File: src/rtl/instr_mem_loader_if.sv
// Loader bus: symbolic instruction stream in, instruction-memory write port out.
// Stream handshake: a field set transfers on a rising edge where in_valid && in_ready;
// in_ready never depends on in_valid, and the host holds fields stable while in_valid is high.
interface instr_mem_loader_if;
  logic        in_valid;
  logic        in_ready;
  logic        in_last;
  logic [3:0]  op_sel;
  logic [4:0]  rs;
  logic [4:0]  rt;
  logic [4:0]  rd;
  logic [15:0] imm;
  logic [25:0] target;
  logic        mem_we;
  logic [31:0] mem_addr;
  logic [31:0] mem_wdata;

  modport master (
    output in_valid, in_last, op_sel, rs, rt, rd, imm, target,
    input  in_ready, mem_we, mem_addr, mem_wdata
  );

  modport slave (
    input  in_valid, in_last, op_sel, rs, rt, rd, imm, target,
    output in_ready, mem_we, mem_addr, mem_wdata
  );
endinterface

File: src/rtl/instr_mem_loader.sv
// Encodes symbolic MIPS instructions into 32-bit words and writes them to instruction
// memory at consecutive byte addresses, holding the CPU in reset until the load completes.
module instr_mem_loader #(
    parameter logic [31:0] BASE_ADDR = 32'h0000_0000,
    parameter int          MAX_WORDS = 256
) (
    input  logic                clk,
    input  logic                rst,
    input  logic                start,
    instr_mem_loader_if.slave   bus,
    output logic                cpu_hold,
    output logic                done,
    output logic                err,
    output logic                overflow,
    output logic [15:0]         word_count,
    output logic [1:0]          state_dbg
);

    localparam logic [1:0] S_IDLE = 2'd0;
    localparam logic [1:0] S_LOAD = 2'd1;
    localparam logic [1:0] S_DONE = 2'd2;

    localparam logic [3:0] OP_ADD  = 4'd0;
    localparam logic [3:0] OP_SUB  = 4'd1;
    localparam logic [3:0] OP_AND  = 4'd2;
    localparam logic [3:0] OP_OR   = 4'd3;
    localparam logic [3:0] OP_SLT  = 4'd4;
    localparam logic [3:0] OP_LW   = 4'd5;
    localparam logic [3:0] OP_SW   = 4'd6;
    localparam logic [3:0] OP_BEQ  = 4'd7;
    localparam logic [3:0] OP_ADDI = 4'd8;
    localparam logic [3:0] OP_J    = 4'd9;
    localparam logic [3:0] OP_JAL  = 4'd10;
    localparam logic [3:0] OP_JR   = 4'd11;
    localparam logic [3:0] OP_SLTI = 4'd12;

    // Opcode/funct set matches the core's control decoder, including its JR and ADDI codes.
    localparam logic [5:0] F_ADD   = 6'b100000;
    localparam logic [5:0] F_SUB   = 6'b100011;
    localparam logic [5:0] F_AND   = 6'b100100;
    localparam logic [5:0] F_OR    = 6'b100101;
    localparam logic [5:0] F_SLT   = 6'b101010;
    localparam logic [5:0] OPC_LW   = 6'b100011;
    localparam logic [5:0] OPC_SW   = 6'b101011;
    localparam logic [5:0] OPC_BEQ  = 6'b000100;
    localparam logic [5:0] OPC_ADDI = 6'b001001;
    localparam logic [5:0] OPC_SLTI = 6'b001010;
    localparam logic [5:0] OPC_J    = 6'b000010;
    localparam logic [5:0] OPC_JAL  = 6'b000011;
    localparam logic [5:0] OPC_JR   = 6'b000110;

    localparam logic [15:0] MAX_CNT = 16'(MAX_WORDS);

    logic [1:0]  state;
    logic [31:0] wptr;
    logic        mem_we_q;
    logic [31:0] mem_addr_q;
    logic [31:0] mem_wdata_q;
    logic        cpu_hold_q;
    logic        done_q;
    logic        err_q;
    logic        overflow_q;
    logic [15:0] count_q;

    logic [31:0] enc_word;
    logic        enc_legal;
    logic        accept;
    logic [15:0] count_inc;
    logic        cap_hit;

    always_comb begin
        enc_word  = 32'h0;
        enc_legal = 1'b1;
        case (bus.op_sel)
            OP_ADD:  enc_word = {6'b000000, bus.rs, bus.rt, bus.rd, 5'b0, F_ADD};
            OP_SUB:  enc_word = {6'b000000, bus.rs, bus.rt, bus.rd, 5'b0, F_SUB};
            OP_AND:  enc_word = {6'b000000, bus.rs, bus.rt, bus.rd, 5'b0, F_AND};
            OP_OR:   enc_word = {6'b000000, bus.rs, bus.rt, bus.rd, 5'b0, F_OR};
            OP_SLT:  enc_word = {6'b000000, bus.rs, bus.rt, bus.rd, 5'b0, F_SLT};
            OP_LW:   enc_word = {OPC_LW,   bus.rs, bus.rt, bus.imm};
            OP_SW:   enc_word = {OPC_SW,   bus.rs, bus.rt, bus.imm};
            OP_BEQ:  enc_word = {OPC_BEQ,  bus.rs, bus.rt, bus.imm};
            OP_ADDI: enc_word = {OPC_ADDI, bus.rs, bus.rt, bus.imm};
            OP_SLTI: enc_word = {OPC_SLTI, bus.rs, bus.rt, bus.imm};
            OP_J:    enc_word = {OPC_J,   bus.target};
            OP_JAL:  enc_word = {OPC_JAL, bus.target};
            OP_JR:   enc_word = {OPC_JR, bus.rs, 21'b0};
            default: enc_legal = 1'b0;
        endcase
    end

    assign accept    = bus.in_valid && (state == S_LOAD);
    assign count_inc = count_q + 16'd1;
    // Only a written word counts toward capacity; illegal words never end a load on size.
    assign cap_hit   = enc_legal && (count_inc == MAX_CNT);

    always_ff @(posedge clk) begin
        if (rst) begin
            state       <= S_IDLE;
            wptr        <= BASE_ADDR;
            mem_we_q    <= 1'b0;
            mem_addr_q  <= BASE_ADDR;
            mem_wdata_q <= 32'h0;
            cpu_hold_q  <= 1'b1;
            done_q      <= 1'b0;
            err_q       <= 1'b0;
            overflow_q  <= 1'b0;
            count_q     <= 16'd0;
        end else begin
            mem_we_q <= 1'b0;
            case (state)
                S_IDLE, S_DONE: begin
                    // Release is one edge after entering DONE so the final write lands first.
                    if (state == S_DONE) begin
                        done_q     <= 1'b1;
                        cpu_hold_q <= 1'b0;
                    end
                    if (start) begin
                        state      <= S_LOAD;
                        wptr       <= BASE_ADDR;
                        count_q    <= 16'd0;
                        err_q      <= 1'b0;
                        overflow_q <= 1'b0;
                        cpu_hold_q <= 1'b1;
                        done_q     <= 1'b0;
                    end
                end
                S_LOAD: begin
                    if (accept) begin
                        if (enc_legal) begin
                            mem_we_q    <= 1'b1;
                            mem_addr_q  <= wptr;
                            mem_wdata_q <= enc_word;
                            wptr        <= wptr + 32'd4;
                            count_q     <= count_inc;
                        end else begin
                            err_q <= 1'b1;
                        end
                        if (bus.in_last || cap_hit) begin
                            state <= S_DONE;
                            if (!bus.in_last) begin
                                overflow_q <= 1'b1;
                            end
                        end
                    end
                end
                default: state <= S_IDLE;
            endcase
        end
    end

    assign bus.in_ready  = (state == S_LOAD);
    assign bus.mem_we    = mem_we_q;
    assign bus.mem_addr  = mem_addr_q;
    assign bus.mem_wdata = mem_wdata_q;
    assign cpu_hold      = cpu_hold_q;
    assign done          = done_q;
    assign err           = err_q;
    assign overflow      = overflow_q;
    assign word_count    = count_q;
    assign state_dbg     = state;

endmodule

File: src/flat_wrapper.sv
// flat-port wrapper written by rule: the top's interface ports become plain ports
module instr_mem_loader_flat 
#(
    parameter logic [31:0] BASE_ADDR = 32'h0000_0000,
    parameter int          MAX_WORDS = 256
)
  (clk, rst, start, cpu_hold, done, err, overflow, word_count, state_dbg, bus_in_valid, bus_in_last, bus_op_sel, bus_rs, bus_rt, bus_rd, bus_imm, bus_target, bus_in_ready, bus_mem_we, bus_mem_addr, bus_mem_wdata);
  instr_mem_loader_if bus_i ();
  input  logic clk;
  input  logic rst;
  input  logic start;
  output logic cpu_hold;
  output logic done;
  output logic err;
  output logic overflow;
  output logic [15:0] word_count;
  output logic [1:0] state_dbg;
  input wire logic [$bits(bus_i.in_valid)-1:0] bus_in_valid;
  input wire logic [$bits(bus_i.in_last)-1:0] bus_in_last;
  input wire logic [$bits(bus_i.op_sel)-1:0] bus_op_sel;
  input wire logic [$bits(bus_i.rs)-1:0] bus_rs;
  input wire logic [$bits(bus_i.rt)-1:0] bus_rt;
  input wire logic [$bits(bus_i.rd)-1:0] bus_rd;
  input wire logic [$bits(bus_i.imm)-1:0] bus_imm;
  input wire logic [$bits(bus_i.target)-1:0] bus_target;
  output wire logic [$bits(bus_i.in_ready)-1:0] bus_in_ready;
  output wire logic [$bits(bus_i.mem_we)-1:0] bus_mem_we;
  output wire logic [$bits(bus_i.mem_addr)-1:0] bus_mem_addr;
  output wire logic [$bits(bus_i.mem_wdata)-1:0] bus_mem_wdata;
  assign bus_i.in_valid = bus_in_valid;
  assign bus_i.in_last = bus_in_last;
  assign bus_i.op_sel = bus_op_sel;
  assign bus_i.rs = bus_rs;
  assign bus_i.rt = bus_rt;
  assign bus_i.rd = bus_rd;
  assign bus_i.imm = bus_imm;
  assign bus_i.target = bus_target;
  assign bus_in_ready = bus_i.in_ready;
  assign bus_mem_we = bus_i.mem_we;
  assign bus_mem_addr = bus_i.mem_addr;
  assign bus_mem_wdata = bus_i.mem_wdata;
  instr_mem_loader #(.BASE_ADDR(BASE_ADDR), .MAX_WORDS(MAX_WORDS)) u_core (.clk(clk), .rst(rst), .start(start), .bus(bus_i), .cpu_hold(cpu_hold), .done(done), .err(err), .overflow(overflow), .word_count(word_count), .state_dbg(state_dbg));
endmodule
File: config.mk
export PLATFORM = sky130hd
export DESIGN_NAME = instr_mem_loader_flat
export DESIGN_NICKNAME = d
export VERILOG_FILES = /design/src/rtl/instr_mem_loader_if.sv /design/src/rtl/instr_mem_loader.sv /design/src/flat_wrapper.sv
export SDC_FILE = /design/constraint.sdc
export NUM_CORES = 1
export LEC_CHECK = 0
export ABC_CLOCK_PERIOD_IN_PS = 2350
export CELL_PAD_IN_SITES_DETAIL_PLACEMENT = 2
export CELL_PAD_IN_SITES_GLOBAL_PLACEMENT = 2
export CORE_ASPECT_RATIO = 1.5
export CORE_MARGIN = 3
export CORE_UTILIZATION = 27
export DETAILED_ROUTE_END_ITERATION = 10
export PLACE_DENSITY_LB_ADDON = 0.12
export SETUP_SLACK_MARGIN = 0.1
export SLEW_MARGIN = 20
export SYNTH_ARGS = -nofsm -noshare
export SYNTH_HDL_FRONTEND = slang
export SYNTH_SLANG_ARGS = --single-unit
File: constraint.sdc
create_clock -name clk -period 2.35 [get_ports clk]
set_input_delay 0.3525 -clock clk [delete_from_list [all_inputs] [get_ports clk]]
set_output_delay 0.3525 -clock clk [all_outputs]
set_load 0.02 [all_outputs]
==> impl_results.md <==
* Post-synthesis cell type count at 63
* WL/cell at 18.9 um
* Final WS setup at 251 ps
* Synth area leader: dfxtp_1
* Post-detail-place hpwl at 15700 um
* Ports at 154
* Remaining DRCs at 0
* DR vias at 5798
* DIE AREA at 21600 sq um
* Final #Nets at 923
* Sw Pwr at 0.00137 W
* Yosys Warn Count at 0
* RSZ-0062 raised after global routing: yes
* Comb pwr share at 11.7%
* Number of synthesized flops with an enable pin at 0
* CTS tree: yes
* Antenna cell count at 0
* Share of layout cells above drive strength 1 at 13.6%
* Yosys reg bits at 114
* Final wirelength at 21200 um
* Worst-Margin Slew at 663 ps
* First drt pass iteration count at 4
* Clock Latency Late Sink at 420 ps
* Req. time, crit path at 2690 ps
* Slew margin rel. at 55.4%
* Setup TNS at 0 ps
* Endpoints failing hold at 0
* Internal at 0.00389 W
* Initial antenna violation count at 0
* Syn avg cell area at 7.88 sq um
* Core area at 19300 sq um
* Max Fclk at 476 MHz
* Sequential share of power at 37.9%
* Pin count of the biggest net entering global routing at 38
* R2R depth at 6
* Leakage at 2.85 nW
* HP Class: input port to flop
* Pins Over Slew Limit at 0
* Clk buf depth at 2
* Vias/cell at 5.16
* Die Height at 178 um
* Worst hold slack at 319 ps
* Setup violators final at 0
* Tmin final at 2100 ps
* GRT Util Overall at 20.3%
* Crit end category: flop
* 1st-iter DRT viols at 176
* Synth top area share at 42.7%
* Status: finished, final reports clean
* First-pass GRT wire length at 34700 um
* H-tree level count at 4
* Fin crit share at 89.3%
* Post-synthesis sequential area ratio at 42.7%
* Vias in the first global route at 6561
* Finished Core Util at 42.0%
* FILL cells at 2144
* VDD IR max at 0.000361 V
* Worst-path fanout max at 7
* Number of core rows at 62
* CTS buffer count at 17
* Hold path depth at 4
* Switching share of power at 26.1%
* Clock sink total at 114
* Max_cap viols at 0
* Hold_buf cts at 0
* Pwr Total at 0.00526 W
* CP Class: flop to flop
* Port buffer count at 150
* Area Overhead vs Synth at 51.6%
* Synth async-reset ratio at 0%
* Final clock skew at 9.51 ps
* Primary FF master, synth: dfxtp_1
* Post-route ant nets at 0
* Place WS at -37.6 ps
* Initial core utilization at 27.7%
* Post-Syn Instances at 679
* Worst Path Arrival at 2440 ps
* Total grt overflow at 0
* Root buf cell: clkbuf_16
* Die X at 121 um
* GP Congestion at 0.766
* CP Launch Type: flop
* Clock-pin slew on the worst setup and hold paths at 60 ps
* Clock power frac at 50.4%
* Power per cell area at 648 nW/um^2
* Synth Cell Area at 5350 sq um
* Area contributors post-synth: dfxtp_1 (43%), nand2_1 (6.9%), a21oi_1 (6.5%)
cells in the final DEF (no fill, tap or decap), types with 3 or more instances in the layout:
master             n
inv_1              7
buf_4             50
or3_1             13
o22ai_1            5
nor2b_1            7
nor2_1            84
dfxtp_1          107
and3_1             9
clkbuf_16         17
dfxtp_2            6
nor3_1            25
nand2b_1           5
and2_1             4
nand3_1           17
nand4_1           13
xnor2_1            9
o21ai_0           29
nand3b_1           5
mux2i_1            3
a21oi_1           70
clkdlybuf4s50_1  149
o211ai_1           5
a21o_1             3
clkinvlp_4         3
conb_1             3
buf_12             6
nand2_1           98
a22oi_1           12
nor4_1             3
a311oi_1          11
xor2_1            15
a221oi_1          12
clkinv_4           4
cell families (layout without fill, tap and decap cells):
kind of cell | after synthesis | count (layout) | synth area share (%)
adder cells (fa/ha/maj) | 2 | 2 | 0.468
buffers and inverters | 59 | 246 | 4.44
other | 1 | 3 | 0.0701
multiplexers | 4 | 4 | 0.772
flip-flops | 114 | 114 | 42.7
AO/OA/AOI/OAI | 169 | 169 | 19.9
AND/OR/NAND/NOR | 306 | 306 | 27.8
XOR/XNOR | 24 | 24 | 3.93
Yosys cell counts (2+ instances only):
master    count
a211oi_1      4
a21o_1        3
a21oi_1      70
a221oi_1     12
a22oi_1      12
a311oi_1     11
a31oi_1       2
a32oi_1       2
and2_1        4
and3_1        9
and4_1        2
buf_1         6
buf_2         4
buf_4         3
clkbuf_1     38
dfxtp_1     114
ha_1          2
inv_1         7
mux2i_1       3
nand2_1      99
nand2b_1      5
nand3_1      17
nand3_2       2
nand3b_1      5
nand4_1      13
nand4_4       2
nor2_1       85
nor2b_1       8
nor3_1       25
nor4_1        4
nor4b_1       2
o211ai_1      5
o21a_1        2
o21ai_0      29
o22ai_1       5
or2_2         2
or3_1        13
xnor2_1       9
xor2_1       15
per-layer routing:
metal | global-route usage, % | routed length, um
met5 | 0 | 0
met4 | 7.80 | 373
met3 | 5.33 | 1130
met2 | 38.7 | 11900
met1 | 20.9 | 7870
registers in the layout, summed over array words and instances (netlist names):
signal                flops
u_core.bus.mem_addr      30
u_core.bus.mem_wdata     31
u_core.bus.mem_we         1
u_core.cpu_hold           1
u_core.done               1
u_core.err                1
u_core.overflow           1
u_core.state_dbg          2
u_core.word_count        16
u_core.wptr              30
critical path, stage by stage (launching register included):
cell       delay (ps)
dfxtp_2           390
nand4_1           240
or4_1             590
a21oi_1           170
o2111ai_1         170
or3_1             330
a21oi_1           150
cell type report:
cell class	count	area (sq um)	area share (%)
Sequential cell	114	2290	28.3
Timing Repair Buffer	206	1990	24.6
Clock inverter	13	151	1.87
Tap cell	256	320	3.95
Inverter	8	30.0	0.370
Clock buffer	19	453	5.58
Multi-Input combinational cell	508	2870	35.4
stage by stage:
stage,area (sq um),std cells
4_1_cts,8080,1124
2_1_floorplan,5360,681
5_1_grt,8110,1124
3_5_place_dp,7460,1091
6_report,8110,1124
3_3_place_gp,7460,1091
path summary, 6_finish.rpt:
path	from	endpoint	slack, ps
max	u_core.word_count[0]$_SDFFE_PP0P_	u_core.overflow$_SDFFE_PP0P_	250
min	rst	u_core.state_dbg[0]$_SDFFE_PP0P_	320
max reg2reg	u_core.word_count[0]$_SDFFE_PP0P_	u_core.overflow$_SDFFE_PP0P_	250
min reg2reg	u_core.bus.mem_addr[23]$_SDFFE_PP0P_	u_core.bus.mem_addr[23]$_SDFFE_PP0P_	450
power by group through the flow:
| stage | combinational [W] | sequential [W] | clock (W) |
|---|---|---|---|
| after global routing | 0.000673 | 0.00199 | 0.00280 |
| after detailed placement | 0.000619 | 0.00203 | 0 |
| after CTS | 0.000624 | 0.00199 | 0.00271 |
| final | 0.000615 | 0.00199 | 0.00265 |
| after floorplan | 0.000240 | 0.00207 | 0 |
| after global placement | 0.000601 | 0.00203 | 0 |
what timing repair did:
action / 4_1_cts / 5_1_grt
buffers inserted: 1 / 0
endpoints found under the hold margin: 0 / 0
endpoints found under the setup margin: 2 / 4
gates resized for setup: 1 / 12
pin swaps: 1 / 3
No activity file was read; power rests on OpenSTA's default activity.
